`config.mk`:
```
export PLATFORM = sky130hd
export DESIGN_NAME = rpn_sequencer
export DESIGN_NICKNAME = d
export VERILOG_FILES = /design/src/rtl/rpn_sequencer.sv
export SDC_FILE = /design/constraint.sdc
export NUM_CORES = 1
export LEC_CHECK = 0
export ABC_AREA = 1
export BUFFER_PORTS_ARGS = -buffer_cell sky130_fd_sc_hd__clkbuf_2
export CELL_PAD_IN_SITES_DETAIL_PLACEMENT = 0
export CELL_PAD_IN_SITES_GLOBAL_PLACEMENT = 2
export CORE_MARGIN = 2
export CORE_UTILIZATION = 26
export DETAILED_ROUTE_END_ITERATION = 8
export PLACE_DENSITY_LB_ADDON = 0.1
export SYNTH_ARGS = -nofsm -noshare
export SYNTH_HDL_FRONTEND = slang
export SYNTH_SLANG_ARGS = --single-unit
```
`constraint.sdc`:
```
create_clock -name clk -period 3.4 [get_ports clk]
set_input_delay 0.68 -clock clk [delete_from_list [all_inputs] [get_ports clk]]
set_output_delay 0.68 -clock clk [all_outputs]
set_load 0.05 [all_outputs]
```
`src/rtl/rpn_sequencer.sv`:
```
// Command sequencer for the RPN calculator: accepts one decoded command at a time,
// checks stack depth, and issues ordered pop/push strobes with ALU operands taken from capture registers.
module rpn_sequencer #(
  parameter int DATA_W = 16,
  parameter int PTR_W  = 6
) (
  input  logic              clk,
  input  logic              rst,
  input  logic              cmd_valid,
  output logic              cmd_ready,
  input  logic [3:0]        cmd_op,
  input  logic [DATA_W-1:0] cmd_val,
  input  logic [DATA_W-1:0] stack_top,
  input  logic [DATA_W-1:0] stack_next,
  input  logic [PTR_W-1:0]  stack_ptr,
  input  logic              stack_full,
  output logic              pop,
  output logic              push,
  output logic [31:0]       data_in,
  output logic [3:0]        alu_op,
  output logic [31:0]       alu_a,
  output logic [31:0]       alu_b,
  output logic [7:0]        shamt,
  input  logic [31:0]       alu_lo,
  output logic              done,
  output logic              err,
  output logic [1:0]        err_code,
  output logic [7:0]        counter
);

  localparam logic [3:0] OP_PUSH  = 4'd0;
  localparam logic [3:0] OP_POP   = 4'd1;
  localparam logic [3:0] OP_SWAP  = 4'd12;

  localparam logic [1:0] E_NONE  = 2'd0;
  localparam logic [1:0] E_UNDER = 2'd1;
  localparam logic [1:0] E_OVER  = 2'd2;
  localparam logic [1:0] E_ILL   = 2'd3;

  typedef enum logic [2:0] {
    S_IDLE,
    S_POP1,
    S_POP2,
    S_PUSH1,
    S_PUSH2,
    S_DONE,
    S_ERR
  } state_t;

  state_t            state;
  logic [3:0]        op_cap;
  logic [DATA_W-1:0] val_cap;
  logic [DATA_W-1:0] top_cap;
  logic [DATA_W-1:0] next_cap;
  logic [1:0]        chk_code;
  logic              unused_alu_hi;

  function automatic logic [3:0] alu_op_of(input logic [3:0] op);
    case (op)
      4'd2:    alu_op_of = 4'b0100;
      4'd3:    alu_op_of = 4'b0101;
      4'd4:    alu_op_of = 4'b1000;
      4'd5:    alu_op_of = 4'b1001;
      4'd6:    alu_op_of = 4'b1101;
      4'd7:    alu_op_of = 4'b0000;
      4'd8:    alu_op_of = 4'b0001;
      4'd9:    alu_op_of = 4'b0011;
      4'd10:   alu_op_of = 4'b0010;
      4'd11:   alu_op_of = 4'b0110;
      default: alu_op_of = 4'b0000;
    endcase
  endfunction

  // Priority: illegal opcode, then overflow on PUSH, then underflow for pops.
  function automatic logic [1:0] check_of(input logic [3:0] op,
                                          input logic [PTR_W-1:0] ptr,
                                          input logic full);
    if (op > OP_SWAP)
      check_of = E_ILL;
    else if (op == OP_PUSH)
      check_of = full ? E_OVER : E_NONE;
    else if (op == OP_POP)
      check_of = (ptr < PTR_W'(1)) ? E_UNDER : E_NONE;
    else
      check_of = (ptr < PTR_W'(2)) ? E_UNDER : E_NONE;
  endfunction

  assign chk_code      = check_of(cmd_op, stack_ptr, stack_full);
  assign alu_a         = 32'(next_cap);
  assign alu_b         = 32'(top_cap);
  assign shamt         = {3'b000, top_cap[4:0]};
  assign unused_alu_hi = ^{alu_lo[31:DATA_W], val_cap};

  always_ff @(posedge clk or posedge rst) begin
    if (rst) begin
      state     <= S_IDLE;
      cmd_ready <= 1'b1;
      pop       <= 1'b0;
      push      <= 1'b0;
      data_in   <= '0;
      done      <= 1'b0;
      err       <= 1'b0;
      err_code  <= E_NONE;
      counter   <= '0;
      op_cap    <= '0;
      val_cap   <= '0;
      top_cap   <= '0;
      next_cap  <= '0;
      alu_op    <= '0;
    end else begin
      pop      <= 1'b0;
      push     <= 1'b0;
      data_in  <= '0;
      done     <= 1'b0;
      err      <= 1'b0;
      err_code <= E_NONE;
      case (state)
        S_IDLE: begin
          if (cmd_valid) begin
            op_cap    <= cmd_op;
            val_cap   <= cmd_val;
            top_cap   <= stack_top;
            next_cap  <= stack_next;
            alu_op    <= alu_op_of(cmd_op);
            cmd_ready <= 1'b0;
            if (chk_code != E_NONE) begin
              state    <= S_ERR;
              done     <= 1'b1;
              err      <= 1'b1;
              err_code <= chk_code;
            end else if (cmd_op == OP_PUSH) begin
              state   <= S_PUSH1;
              push    <= 1'b1;
              data_in <= 32'(cmd_val);
            end else begin
              state <= S_POP1;
              pop   <= 1'b1;
            end
          end
        end
        S_POP1: begin
          if (op_cap == OP_POP) begin
            state   <= S_DONE;
            done    <= 1'b1;
            counter <= counter + 8'd1;
          end else begin
            state <= S_POP2;
            pop   <= 1'b1;
          end
        end
        // ALU result is already settled here since its operands come from capture regs.
        S_POP2: begin
          state <= S_PUSH1;
          push  <= 1'b1;
          if (op_cap == OP_SWAP)
            data_in <= 32'(top_cap);
          else
            data_in <= 32'(alu_lo[DATA_W-1:0]);
        end
        S_PUSH1: begin
          if (op_cap == OP_SWAP) begin
            state   <= S_PUSH2;
            push    <= 1'b1;
            data_in <= 32'(next_cap);
          end else begin
            state   <= S_DONE;
            done    <= 1'b1;
            counter <= counter + 8'd1;
          end
        end
        S_PUSH2: begin
          state   <= S_DONE;
          done    <= 1'b1;
          counter <= counter + 8'd1;
        end
        S_DONE, S_ERR: begin
          state     <= S_IDLE;
          cmd_ready <= 1'b1;
        end
        default: begin
          state     <= S_IDLE;
          cmd_ready <= 1'b1;
        end
      endcase
    end
  end

endmodule

```
==> reports/qor.yml, run 1 <==
clocking:
  clk_latency_ns: 0.33
  cts_htree_levels: 3
  post_cts_resized: 0
  cts.sinks: 74
  root_buffer: "clkbuf_16"
  cts_buffers: 9
  cts_buffer_depth: 2
  cts_tree: "built"
  clkSlewWorstSetupHoldPaths_ns: 0.06
  hold_buffers: 0
  post_cts_buffers: 0
worst_setup_path:
  path_cells: "clkbuf_2 -> inv_1 -> ha_1 -> inv_1 -> nand3_1 -> nand3_2 -> nor2_4 -> nand3_1 -> o211ai_1"
  cp-startpoint: "cmd_op[1]"
  rrSetupSlack_ns: 1.63
  endpoint_kind: "flop"
  reg2reg_from: "state[0]$_DFFE_PP0P_"
  worstSetupPathType: "primary input to flop"
  slowest_delay_ns: 0.42
  cp_data_arrival_time_ns: 2.16
  crit_slowest_cell: "nor2_4"
  cp_top_family: "simple AND/OR/NAND/NOR gates"
  worstPathRequired_ns: 3.64
  cp_max_fo: 17
  worstSetupStartpointType: "primary input"
  cp_num_buf_inv: 3
sta:
  fin_skew_ns: 0.005197
  drv_slew: 0
  rsz0062_at_grt: "false"
  slew_headroom: 0.4580
  min_period_ns: 1.918
  fmax_mhz: 521.3
  hold_viol: 0
  tns_ns: 0
  tightest_slew_ns: 0.8120
  final.period_utilization: 0.5642
  finalSetupViolations: 0
yosys:
  synth-simple-area-share: 0.1852
  yosys.area_share.adder: 0.01577
  synth_async_sr_flop_share: 1.000
  synth_edf_count: 0
  yosysSeqAreaShare: 0.4672
  syn-instance-count: 465
  ys.warnings.count: 0
  syn_area_per_cell_um2: 8.530
  yosysUniqueCellTypes: 35
  synth_compound_gate_area_share: 0.1256
  synth_top_family_by_area: "buffers and inverters"
  synthMuxAreaShare: 0
  synth_flop_cell: "dfrtp_1"
  synth_xor_xnor_area_share: 0.01325
  ys_ff_latch: 74
  syn-cell-area_um2: 3966
place:
  dp.cells: 782
  gp_congestion: 0.7411
  portBuffers: 149
  dpl_cell_area_um2: 4622
  dp_hpwl_um: 8241
floorplanning:
  fp.dieW_um: 127.5
  initial_core_util: 0.2638
  rows: 45
  die-height_um: 127.5
  coreArea_um2: 15030
  dieArea_um2: 16260
  io_pins: 217
global_route:
  antenna_found_initial: 0
  grt_use_met1: 0.1934
  grtUsageTotal: 0.1407
  grt_use_met2: 0.2148
  busiest_layer: "met2"
  grt_max_degree: 58
  grt_pass1_vias: 3227
  grt_overflow_total: 0
  grt_pass1_wl_um: 17480
  grtUsageMet3: 0.02764
finish:
  syn_to_final_growth_pct: 23.28
  final_area_um2: 4890
  layout_commonest_cell: "clkbuf_2"
  mostFrequentLayoutCells: "149 x clkbuf_2, 103 x nand2_1, 73 x dfrtp_1, 52 x inv_1, 51 x conb_1"
  drive_above_1_share: 0.3098
  n_fill_cell: 1656
  layout.cells.non_filler: 799
  layout.nets: 704
drt:
  routed_wl_um: 11300
  drt-initial-drc-count: 151
  via_per_inst: 4.153
  dr.pass1.iters: 4
  num_vias: 3318
  route.antenna.remaining_nets: 0
  route.detailed.drc: 0
  wl_per_cell_um: 14.15
power:
  p_total_mw: 4.909
  pwr_density_cell_nw_per_um2: 1004
  peakVddDrop_mv: 0.2805
  p_leak_nw: 2.655
min_path:
  hold_path_class: "primary input to asynchronous set/reset pin"
run_status:
  outcome: "finished clean"
run:
  max_cap_viol_count: 0
## path summary, 6_finish.rpt
kind | endpoint | cells past startpoint
hold / removal | top_cap[2]$_DFFE_PP0P_ | 2
setup reg to reg | alu_op[2]$_DFFE_PP0P_ | 6
max in group asynchronous | cmd_ready$_DFFE_PP1P_ | 3
hold reg to reg | alu_op[0]$_DFFE_PP0P_ | 2
min in group clk | alu_op[0]$_DFFE_PP0P_ | 2
setup / recovery | data_in[1]$_DFF_PP0_ | 9
## routing by layer
layer / routed length [um] / vias to the layer above
met4: 216 / 0
li1: - / 1651
met3: 632 / 11
met2: 5067 / 124
met5: 0 / -
met1: 5388 / 1532
## synth_stat cells, types with 2 or more instances
master / count / area, um^2
nor2_1: 12 / 45.04
xnor2_1: 2 / 17.52
nand3_2: 4 / 40.04
xor2_1: 4 / 35.03
a21oi_1: 17 / 85.08
dfrtp_1: 73 / 1827
ha_1: 5 / 62.56
nand3_1: 24 / 120.1
nand2_1: 103 / 386.6
nor2_4: 5 / 56.30
nand2_2: 3 / 18.77
inv_1: 53 / 198.9
buf_4: 61 / 457.9
nor2_2: 2 / 12.51
buf_2: 6 / 30.03
o21ai_1: 5 / 25.02
o21ai_0: 45 / 225.2
inv_2: 4 / 15.01
o211ai_1: 16 / 120.1
buf_6: 4 / 45.04
clkbuf_1: 3 / 11.26
## logic make-up (layout without fill, tap and decap cells)
kind of cell	Yosys count	in the layout
buf+inv	132	227
fa+ha+maj	5	5
xor+xnor	6	6
flops	74	74
simple gates	159	159
other cells	1	52
compound gates	88	88
## power breakdown
group          leakage [nW]  internal (mW)  switching (mW)  total, mW
combinational          1.57          0.515            2.05       2.57
clock                 0.133          0.511           0.361      0.872
sequential            0.950           1.23           0.241       1.47
## state kept, by name (all words and copies together), names as in the netlist, 2 cells and up
register / flops
data_in: 16
err_code: 2
op_cap: 4
next_cap: 16
top_cap: 16
counter: 8
state: 3
alu_op: 4
## stage by stage
stage                     worst slack (ns)  hold slack [ns]  utilization
after floorplan                     0.8400           0.5006            -
after global placement               1.130           0.4768       0.3074
after detailed placement             1.112           0.4834       0.3074
after CTS                            1.471           0.3227       0.3251
after global routing                 1.270           0.3410       0.3251
final                                1.482           0.3143       0.3253
## worst register-to-register path: cells and delay by family, from the launching register on
kind / cells / cell delay (ns)
AND/OR/NAND/NOR: 3 / 0.36
AO/OA/AOI/OAI: 2 / 0.38
flip-flops: 1 / 0.43
buffers and inverters: 1 / 0.48
## area by class of cell
cell class	instances	area [um^2]	area share
clock buffers	13	250.2	0.05118
clock inverters	3	15.01	0.003071
multi-input cells	309	1539	0.3147
repair buffers	153	775.7	0.1586
well taps	188	235.2	0.04811
diodes	1	2.502	0.0005118
flip-flops and latches	74	1853	0.3790
inverters	58	219.0	0.04478
(Power assumes the default switching activity.)
==> run 2, diff against run 1 <==
- CORE_UTILIZATION: 26 -> 24
- clock period: 3.4 -> 2 ns (I/O delays scaled with it)
==> reports/qor.yml, run 2 (synthesized netlist as in run 1, its figures left out) <==
finish:
  layout_commonest_cell: "clkbuf_2"
  final_core_util: 0.3132  # -0.01208
  final_area_um2: 5011  # +2.5%
  top_regs: "data_in x16, next_cap x16, top_cap x16"
  layout.nets: 711  # +0.99%
  drive_above_1_share: 0.3182  # +0.008346
  mostFrequentLayoutCells: "149 x clkbuf_2, 103 x nand2_1, 73 x dfrtp_1, 52 x inv_1, 51 x conb_1"
  layout.cells.non_filler: 832  # +4.1%
  antennaDiodeCount: 0  # -1
  syn_to_final_growth_pct: 26.34
drt:
  routed_wl_um: 11700  # +3.5%
  dr.pass1.iters: 4  # unchanged
  route.detailed.drc: 0  # unchanged
  route.antenna.remaining_nets: 0  # unchanged
  via_per_inst: 4.043  # -2.6%
  wl_per_cell_um: 14.06  # -0.59%
  drt-initial-drc-count: 138  # -8.6%
  num_vias: 3364  # +1.4%
sta:
  final.period_utilization: 0.7767
  slew_headroom: 0.6626  # +0.2045
  hold_viol: 0  # unchanged
  fin_hold_ws_ns: 0.2565  # -0.05781 ns
  finalSetupViolations: 0  # unchanged
  min_period_ns: 1.553
  fin_skew_ns: 0.007967  # +0.002769 ns
  drv_slew: 0  # unchanged
  fmax_mhz: 643.8
  fin_ws_ns: 0.4466  # -1.035 ns
  rsz0062_at_grt: "false"
  tightest_slew_ns: 0.5054  # -0.3067 ns
  tns_ns: 0  # unchanged
clocking:
  clkSlewWorstSetupHoldPaths_ns: 0.06  # about the same
  cts_tree: "built"
  post_cts_buffers: 0  # unchanged
  root_buffer: "clkbuf_16"
  cts.sinks: 74  # unchanged
  cts_buffer_depth: 2  # unchanged
  post_cts_resized: 0  # unchanged
  cts_buffers: 9  # unchanged
  clk_latency_ns: 0.35  # +0.02 ns
  cts_htree_levels: 3  # unchanged
  hold_buffers: 1  # +1
worst_setup_path:
  worstPathRequired_ns: 2.21  # -1.43 ns
  crit_slowest_cell: "dfrtp_1"
  endpoint_kind: "flop"
  cp_max_fo: 12  # -5
  worstSetupStartpointType: "flop"
  cpMostUsedCell: "nand3_2"
  worstSetupPathType: "flop to flop"
  path_cells: "nor2_2 -> nand3_2 -> nand2_1 -> nand3_2 -> inv_1 -> o21ai_0"
  cp_top_family: "simple AND/OR/NAND/NOR gates"
  slowest_delay_ns: 0.40  # -0.02 ns
  cp_num_buf_inv: 1  # -2
  cp_data_arrival_time_ns: 1.76  # -0.40 ns
global_route:
  grt_pass1_vias: 3205  # -0.68%
  grt_max_degree: 38  # -34%
  busiest_layer: "met2"
  grt_use_met1: 0.1843  # -0.009039
  grt_overflow_total: 0  # unchanged
  grtUsageMet3: 0.04061  # +0.01297
  grtUsageTotal: 0.1365  # -0.004232
  grt_use_met2: 0.2090  # -0.005866
  antenna_found_initial: 0  # unchanged
  grt_pass1_wl_um: 18280  # +4.6%
floorplanning:
  dieArea_um2: 17570  # +8.1%
  initial_core_util: 0.2479  # -0.01595
  die-height_um: 132.6  # +4.0%
  fp.dieW_um: 132.6  # +4.0%
  rows: 46  # +2.2%
  io_pins: 217  # unchanged
  coreArea_um2: 16000  # +6.4%
place:
  dp_hpwl_um: 8920  # +8.2%
  dp.cells: 816  # +4.3%
  gp_congestion: 0.7193  # -2.9%
  place_ws_ns: 0.2069  # -0.9054 ns
  portBuffers: 149  # unchanged
  dpl_cell_area_um2: 4730  # +2.3%
power:
  p_leak_nw: 2.697  # +1.6%
  seq_power_share: 0.294  # -0.005
  comb_power_share: 0.526  # +0.003
  clkPwrFrac: 0.180  # +0.002
  peakVddDrop_mv: 0.5662  # +100%
  swShare: 0.5379  # -0.003261
  switchingPower_mw: 4.547  # +71%
  pwr_density_cell_nw_per_um2: 1687  # +68%
  internal_power_mw: 3.907  # +73%
  p_total_mw: 8.453  # +72%
min_path:
  hold_path_class: "primary input to flop"
run_status:
  outcome: "finished clean"
run:
  max_cap_viol_count: 0  # unchanged
[run 2: worst min-delay path, delay by kind of cell]
kind	cells	cell delay [ns]
buffers and inverters	1	0.07
AND/OR/NAND/NOR	2	0.09
[run 2: layout make-up]
class | count | area [um^2]
timing repair buffer | 160 | 855.8
multi-input combinational | 309 | 1539
tap | 216 | 270.3
sequential | 74 | 1853
clock inverter | 3 | 15.01
inverter | 58 | 221.5
clock buffer | 12 | 256.5
fill | 1823 | 10990
[run 2: path summary, 6_finish.rpt]
path | startpoint | to | slack (ns) | depth (start not counted)
min in group asynchronous | rst | next_cap[14]$_DFFE_PP0P_ | 0.54 | 3
max | op_cap[0]$_DFFE_PP0P_ | done$_DFF_PP0_ | 0.45 | 6
min reg2reg | alu_op[1]$_DFFE_PP0P_ | alu_op[1]$_DFFE_PP0P_ | 0.49 | 2
max reg2reg | op_cap[0]$_DFFE_PP0P_ | done$_DFF_PP0_ | 0.45 | 6
min | stack_top[7] | top_cap[7]$_DFFE_PP0P_ | 0.26 | 3
max in group asynchronous | rst | alu_op[1]$_DFFE_PP0P_ | 0.97 | 4
[run 2: routing by layer]
metal	up-vias	share of wire
met1	1533	0.47
met3	10	0.064
met4	0	0.014
met2	151	0.46
met5	-	0
li1	1670	-
[run 2: power by group through the flow]
stage	Combinational [mW]	Sequential (mW)	Clock, mW
2_1_floorplan	1.82	4.22	0
4_1_cts	4.52	2.50	1.57
5_1_grt	4.78	2.57	1.66
3_3_place_gp	4.50	2.51	0
3_5_place_dp	4.51	2.53	0
6_report	4.44	2.49	1.52
